==> src/rtl/round_key_store_pkg.sv <==
// Shared AES-128 sizing and the state encoding for the round-key store.
// Imported by the top level and by the key register file.
package round_key_store_pkg;

  localparam int KEY_S = 128;
  localparam int NR    = 10;
  localparam int IDX_W = $clog2(NR + 1);

  typedef enum logic [1:0] {
    ST_EMPTY,
    ST_LOAD,
    ST_READY,
    ST_STREAM
  } state_t;

endpackage

==> src/rtl/round_key_store_key_regfile.sv <==
// Flop array that holds the NR+1 round keys.
// It has one synchronous write port and one combinational read port.
module key_regfile
  import round_key_store_pkg::*;
#(
  parameter int WIDTH = KEY_S,
  parameter int DEPTH = NR + 1,
  parameter int AW    = IDX_W
) (
  input  logic             clk,
  input  logic             we,
  input  logic [AW-1:0]    waddr,
  input  logic [WIDTH-1:0] wdata,
  input  logic [AW-1:0]    raddr,
  output logic [WIDTH-1:0] rdata
);

  logic [WIDTH-1:0] mem [DEPTH];

  // Storage is deliberately unreset; keys_valid at the top level qualifies its contents.
  always_ff @(posedge clk) begin
    if (we && (32'(waddr) < DEPTH)) begin
      mem[waddr] <= wdata;
    end
  end

  assign rdata = (32'(raddr) < DEPTH) ? mem[raddr] : '0;

endmodule

==> src/rtl/round_key_store.sv <==
// Captures the expanded AES-128 schedule and replays it to the round datapath
// over valid/ready, in forward order for encryption or reverse order for decryption.
module round_key_store
  import round_key_store_pkg::*;
(
  input  logic             clk,
  input  logic             reset,
  input  logic             w_e,
  input  logic [KEY_S-1:0] round_key,
  input  logic             kexp_done,
  input  logic             rd_start,
  input  logic             rd_dec,
  input  logic             out_ready,
  output logic [KEY_S-1:0] out_key,
  output logic             out_valid,
  output logic             out_last,
  output logic [3:0]       out_round,
  output logic             keys_valid,
  output logic             busy,
  output logic             err_short
);

  localparam logic [IDX_W-1:0] LAST_IDX = IDX_W'(NR);

  state_t           state, state_nxt;
  logic [IDX_W-1:0] wr_idx, rd_idx, rd_nxt, wr_addr;
  logic             dir_dec, xfer, start, advance, nxt_last;
  logic [KEY_S-1:0] rd_data;

  assign xfer    = (state == ST_STREAM) && out_valid && out_ready;
  assign start   = (state == ST_READY) && rd_start && !w_e;
  assign advance = start || (xfer && !out_last && !w_e);
  assign wr_addr = (state == ST_LOAD) ? wr_idx : '0;

  key_regfile u_regfile (
    .clk   (clk),
    .we    (w_e),
    .waddr (wr_addr),
    .wdata (round_key),
    .raddr (rd_nxt),
    .rdata (rd_data)
  );

  always_ff @(posedge clk or negedge reset) begin
    if (!reset) begin
      state     <= ST_EMPTY;
      wr_idx    <= '0;
      err_short <= 1'b0;
    end else begin
      state <= state_nxt;
      if (state_nxt == ST_LOAD) begin
        if (w_e) begin
          wr_idx <= (state == ST_LOAD) ? wr_idx + 1'b1 : IDX_W'(1);
        end
      end else begin
        wr_idx <= '0;
      end
      if ((state == ST_LOAD) && (state_nxt == ST_EMPTY)) begin
        err_short <= 1'b1;
      end
    end
  end

  // A write strobe always wins over a read request or an in-flight stream.
  always_comb begin
    state_nxt = state;
    unique case (state)
      ST_EMPTY:  if (w_e) state_nxt = ST_LOAD;
      ST_LOAD: begin
        if (w_e && (wr_idx == LAST_IDX)) state_nxt = ST_READY;
        else if (kexp_done)              state_nxt = ST_EMPTY;
      end
      ST_READY: begin
        if (w_e)           state_nxt = ST_LOAD;
        else if (rd_start) state_nxt = ST_STREAM;
      end
      ST_STREAM: begin
        if (w_e)                   state_nxt = ST_LOAD;
        else if (xfer && out_last) state_nxt = ST_READY;
      end
      default:   state_nxt = ST_EMPTY;
    endcase
  end

  always_comb begin
    keys_valid = (state == ST_READY) || (state == ST_STREAM);
    busy       = (state == ST_LOAD)  || (state == ST_STREAM);
  end

  // The read port looks one step ahead so the next key lands in the output register without a bubble.
  always_comb begin
    rd_nxt = rd_idx;
    if (state == ST_READY) begin
      rd_nxt = rd_dec ? LAST_IDX : '0;
    end else if (dir_dec) begin
      rd_nxt = rd_idx - 1'b1;
    end else begin
      rd_nxt = rd_idx + 1'b1;
    end
    if ((state == ST_READY) ? rd_dec : dir_dec) begin
      nxt_last = (rd_nxt == '0);
    end else begin
      nxt_last = (rd_nxt == LAST_IDX);
    end
  end

  always_ff @(posedge clk or negedge reset) begin
    if (!reset) begin
      rd_idx    <= '0;
      dir_dec   <= 1'b0;
      out_key   <= '0;
      out_round <= '0;
      out_last  <= 1'b0;
      out_valid <= 1'b0;
    end else if ((state == ST_STREAM) && w_e) begin
      out_valid <= 1'b0;
      out_last  <= 1'b0;
    end else if (advance) begin
      rd_idx    <= rd_nxt;
      out_key   <= rd_data;
      out_round <= 4'(rd_nxt);
      out_last  <= nxt_last;
      out_valid <= 1'b1;
      if (start) begin
        dir_dec <= rd_dec;
      end
    end else if (xfer && out_last) begin
      out_valid <= 1'b0;
      out_last  <= 1'b0;
    end
  end

endmodule
==> config.mk <==
export PLATFORM = sky130hd
export DESIGN_NAME = round_key_store
export DESIGN_NICKNAME = d
export VERILOG_FILES = /design/src/rtl/round_key_store_pkg.sv /design/src/rtl/round_key_store_key_regfile.sv /design/src/rtl/round_key_store.sv
export SDC_FILE = /design/constraint.sdc
export NUM_CORES = 2
export LEC_CHECK = 0
export ABC_AREA = 1
export BUFFER_PORTS_ARGS = -buffer_cell sky130_fd_sc_hd__buf_2
export CORE_AREA = 2 2 374 376
export CTS_CLUSTER_SIZE = 24
export DETAILED_ROUTE_END_ITERATION = 8
export DIE_AREA = 0 0 376 378
export RECOVER_POWER = 50
export SETUP_SLACK_MARGIN = 0.02
export SYNTH_ARGS = -nofsm -noshare
export SYNTH_HDL_FRONTEND = slang
export SYNTH_SLANG_ARGS = --single-unit
==> constraint.sdc <==
create_clock -name clk -period 12.55 [get_ports clk]
set_input_delay 0.6275 -clock clk [delete_from_list [all_inputs] [get_ports clk]]
set_output_delay 0.6275 -clock clk [all_outputs]
set_load 0.05 [all_outputs]
After elaboration in Yosys (flattened, before gate mapping)
Memory sizes are Yosys's and may differ from the RTL's. Cells that the tools add are included.

Flip-flop bits (word level): 142. RAM bits: 1408. Input port bits: 135. Logic and storage cells: 69. Memories kept: 1.

Add/sub/neg operators: 3. Magnitude comparators: 2. Equal/unequal tests: 7. Muxes and demuxes: 25. Bitwise gates (word level): 1. Reduce and logical (&&, ||, !) cells: 22.

Memory list: u_regfile.mem (depth 11, width 128, read ports 1, clocked after Yosys merged registers in 0, wr ports 1, RTL line round_key_store_key_regfile.sv:18) `logic [WIDTH-1:0] mem [DEPTH];`.

Operators by type and width (number): two-way mux 128 bit (1); two-way mux 4 bit (7); two-way mux 2 bit (7); logical AND 1 bit (11); two-way mux 1 bit (9); adder 4 x 1 -> 4 bit, second input constant (2); == test 4 bit, second input constant (2); < comparator 4 bit, second input constant (2); one-hot mux 2 bit (4 select lines) (1); == test 2 x 1 -> 1 bit, second input constant (2); == test 2 bit, second input constant (2); logical NOT 2 bit (2); logical NOT 4 bit (1); subtractor 4 x 1 -> 4 bit, second input constant (1); logical OR 1 bit (3); AND reduction 3 bit (1); nonzero test 3 bit (1); logical NOT 1 bit (2); != test 2 bit, second input constant (1); AND reduction 2 bit (1); NOT 1 bit (1).

Depth between registers and ports, before layout
Depth after elaboration: 9. Depth in mapped cells: 13. Gate-level depth less buffers: 12.

Cells and area by module
From an unflattened synthesis, not the netlist that was laid out.

Cells, all modules: 5331. Area, all modules: 62451.1 µm².

Modules (own cells, without submodules): key_regfile (times used 1, cells each 4665, area each 56693.1 µm²); round_key_store (times used 1, cells each 666, area each 5758.0 µm²).

Worst setup path before layout
No wires, ideal clock.

Path kind: reg2reg. Start: register state[1]. End: memory u_regfile.mem[8][0] (netlist name) (enable). Setup time: 0.772 ns. Data arrival time: 9.693 ns. Path slack: 2.085 ns. Cell stages (with the launch flop): 10. Period minus slack after synthesis: 10.465 ns. Cell sequence: dfrtp_1 > buf_4 > inv_1 > nand2_1 > nor2_1 > o21ai_0 > nand2_1 > inv_1 > nand3_1 > nor3_1.

Longest elaborated chain between the ends: 6.

RTL lines: start, declared (RTL line round_key_store.sv:25) `state_t state, state_nxt;`; start signal, assigned (RTL line round_key_store.sv:50) `state <= state_nxt;`; == test 2 x 1 -> 1 bit (*) (RTL line round_key_store.sv:33) `assign wr_addr = (state == ST_LOAD) ? wr_idx : '0;`; two-way mux 4 bit (*) (RTL line round_key_store.sv:33); < comparator 4 bit (RTL line round_key_store_key_regfile.sv:22) `if (we && (32'(waddr) < DEPTH)) begin`; logical AND 1 bit (RTL line round_key_store_key_regfile.sv:22); two-way mux 1 bit (RTL line round_key_store_key_regfile.sv:22); two-way mux 1 bit (implied by the code) (RTL line round_key_store_key_regfile.sv:23) `mem[waddr] <= wdata;`; end, declared (RTL line round_key_store_key_regfile.sv:18).

Every way passes the cells marked *; elsewhere a longest branch is shown, timed or not.

Worst setup path in the final report
Start: register state[0]. End: register out_key[74].

Longest elaborated chain between the ends: 7. Elaborated cells on any way between the ends: 16. Classes of those cells: order compare: 1; eq/ne: 2; mux: 2; bitwise: 1; reduce/logical: 9; memory: 1.

RTL lines: branches (longest 7 deep; another with memory (11 x 128 bit)); end signal, assigned (RTL line round_key_store.sv:120) `out_key <= rd_data;`; end, declared (RTL line round_key_store.sv:14) `output logic [KEY_S-1:0] out_key,`.

Parallel ways; which one is timed is not known. A chain may end at the register's enable or synchronous reset.

==> summary.txt <==
Synthesis
  – Asr flop ratio synth: 0.0916
  – Largest cells by area after synthesis: edfxtp_1 (66%), nand3_1 (7.6%), nand2_1 (7.0%)
  – Warnings, synthesis: 0
  – FF+latch count, synth: 1,550
  – Main flop type after synthesis: edfxtp_1
  – Register area share after synthesis: 0.712
  – Post-Syn Area: 64,400 um^2
  – Cell count after synthesis: 5,355
  – Number of library cell types mapped by synthesis: 29
  – Area share of the largest cell type after synthesis: 0.656
  – Post-synth EDFFs: 1,408
  – Top cells by count, synth: edfxtp_1 (1,408), nand2_1 (1,194), nand3_1 (974)
  – Dominant cell by count in the synthesized netlist: edfxtp_1
  – Post-Syn Nets: 5,495
  – Yosys top cell by area: edfxtp_1
  – Average size of a mapped cell: 12.0 um^2

GRT
  – Total track usage: 0.249
  – Vias in the first global route: 40.9k
  – Initial antenna violation count: 34
  – Global-route wire length before repair: 264,000 um
  – Total grt overflow: 0
  – Largest net degree at the start of global routing: 216

Die
  – Die area: 142,000 um^2
  – CORE AREA: 139,000 um^2
  – Die height: 378 um
  – Ports: 272
  – Die X: 376 um
  – Row count: 137
  – Initial core utilization: 0.465

Setup path
  – Crit Reg-Reg Endpoint: out_key[74]
  – Worst-case reg-to-reg path depth: 10
  – WP data arrival: 7.79 ns
  – Critical Path Source Type: register
  – Reg2Reg Setup Slack: 5.43 ns
  – Critical Setup Path Class: reg -> reg
  – FF-to-FF Start: state[0]
  – CP Max Fanout: 148
  – CP Capture Type: register
  – Worst EP required: 13.22 ns
  – CP startpoint: state[0]
  – Setup crit end: out_key[74]

Detailed routing
  – DR vias: 42.0k
  – Pre-Repair DR Iteration Count: 5
  – Initial drt markers: 3,781
  – Final WL: 177,000 um
  – Antenna Nets Post-Route: 0
  – Vias/cell: 5.67
  – Wire length per cell: 23.9 um
  – DRC: 0

Placement
  – Global placement routability congestion: 0.752
  – Detail Placement HPWL: 84,800 um
  – Port-buffer cells: 271
  – DP Area: 66,900 um^2

Final layout
  – Filler Cell Count: 11.9k
  – Layout cells sized above 1: 0.0729
  – Nets: 5,603
  – Finished Cell Area: 71,700 um^2
  – Final core occ: 0.518
  – P&R area growth vs syn: 11.4%

Clock network
  – CTS tree: done
  – Worst skew pair latency: 0.81 ns
  – Clock Path Buffers: 3
  – Cts bufs inserted: 163
  – Root Buffer: clkbuf_16
  – H-tree levels: 4
  – Clock Pin Slew Worst Setup and Hold Paths: 0.06 ns
  – Clock sink count: 1,550
  – Setup Buffers After CTS: 0

Timing
  – Final min period: 7.12 ns
  – FMAX: 141 MHz
  – Setup TNS: 0 ns
  – Crit share post-route: 0.567
  – Max_slew headroom: -1.67
  – Final hold violations: 0
  – RSZ-0062 raised after global routing: false
  – Clock Skew: 0.0336 ns
  – Tightest Pin Transition: 4.01 ns
  – Final Max Tran Viols: 246
  – Setup Viol. Count Final: 0
  – Hold_ws: 0.150 ns

Pwr
  – Switching pwr: 2.34 mW
  – P_leak: 26.1 nW
  – Cell-internal power: 8.54 mW
  – Peak VDD IR: 0.111 mV
  – Clock power share: 0.424
  – Combinational fraction of design power: 0.035
  – Power density over the cells: 152 nW/um^2
  – Seq pwr share: 0.541
  – Switching Share: 0.215

Run
  – Max-Cap Viols: 4

Run status
  – Failing checks: max-capacitance violations, max-slew violations
  – Status: finished with violations

Min path
  – Min-Delay Startpoint: rd_dec
  – Hold/Removal Path Class: in -> reg
-- power by group through the flow --
stage	registers, mW	logic, mW	clock network [mW]
global route	5.90	0.413	4.89
finish	5.89	0.377	4.61
detailed placement	6.00	0.390	0
global placement	5.99	0.387	0
floorplan	6.03	0.164	0
CTS	5.89	0.392	4.69
-- layout by cell type, fill, tap and decap left out, types with 64 or more instances in the layout --
cell type	n
nand2_1	1191
o21ai_1	81
clkbuf_16	169
edfxtp_1	1408
nand3_1	974
clkbuf_1	236
buf_2	82
dfrtp_1	142
buf_4	64
nand4_1	261
inv_1	336
nand3b_1	448
-- worst min path at each step --
stage | to | slack [ns] | depth (start not counted)
finish | dir_dec | 0.15 | 3
detailed placement | out_key[3] | 0.46 | 2
floorplan | dir_dec | 0.33 | 0
CTS | u_regfile.mem[9][95] | 0.07 | 1
global route | wr_idx[2] | 0.16 | 4
global placement | out_key[103] | 0.46 | 2
-- worst max-delay path: stages, from the launching register on --
cell and delay [ns]:
dfrtp_1 0.40, inv_2 0.08, nand2_1 2.05, nand2_8 1.34
inv_6 1.18, nand2_1 0.11, nand2_1 0.20, nand2_8 0.46
buf_4 0.67, nand3_1 0.22, nand2_1 0.08
-- stage by stage --
stage	setup slack, ns	power (mW)	cells
after floorplan	2.09	6.20	5355
after global placement	7.83	6.38	7104
after detailed placement	7.77	6.39	7104
after CTS	7.78	11.0	7406
after global routing	4.98	11.2	7414
final	5.43	10.9	7417
-- routing by layer --
| metal | wire [um] | share of wire | global-route usage | up-vias |
|---|---|---|---|---|
| li1 | - | - | - | 19300 |
| met1 | 74800 | 0.42 | 0.330 | 21000 |
| met2 | 86400 | 0.49 | 0.418 | 1451 |
| met3 | 10900 | 0.061 | 0.0390 | 315 |
| met4 | 5090 | 0.029 | 0.0854 | 18 |
| met5 | 101 | 0.00057 | 0 | - |
-- cell families after synthesis --
group | synth area share
flops | 0.712
fa+ha+maj | 0.00109
simple gates | 0.226
xor+xnor | 0.000544
compound gates | 0.0110
buf+inv | 0.0501
-- flip-flops by register name, indices dropped and copies added, names as in the netlist, 2 cells and up --
register,flops
wr_idx,4
u_regfile.mem,1408
state,2
out_key,128
rd_idx,4
-- layout make-up --
| cell class | count | area, um^2 | area share |
|---|---|---|---|
| diodes | 11 | 27.5 | 0.000384 |
| clock buffers | 233 | 4660 | 0.0649 |
| clock inverters | 68 | 440 | 0.00614 |
| inverters | 342 | 1300 | 0.0181 |
| multi-input cells | 3063 | 15500 | 0.216 |
| flip-flops and latches | 1550 | 45800 | 0.639 |
| well taps | 1807 | 2260 | 0.0315 |
| repair buffers | 343 | 1720 | 0.0239 |
-- what timing repair did --
action,CTS,global route
gates resized for setup,0,0
endpoints found under the hold margin,48,0
hold buffers,1,0
No activity file was read; power rests on OpenSTA's default activity.
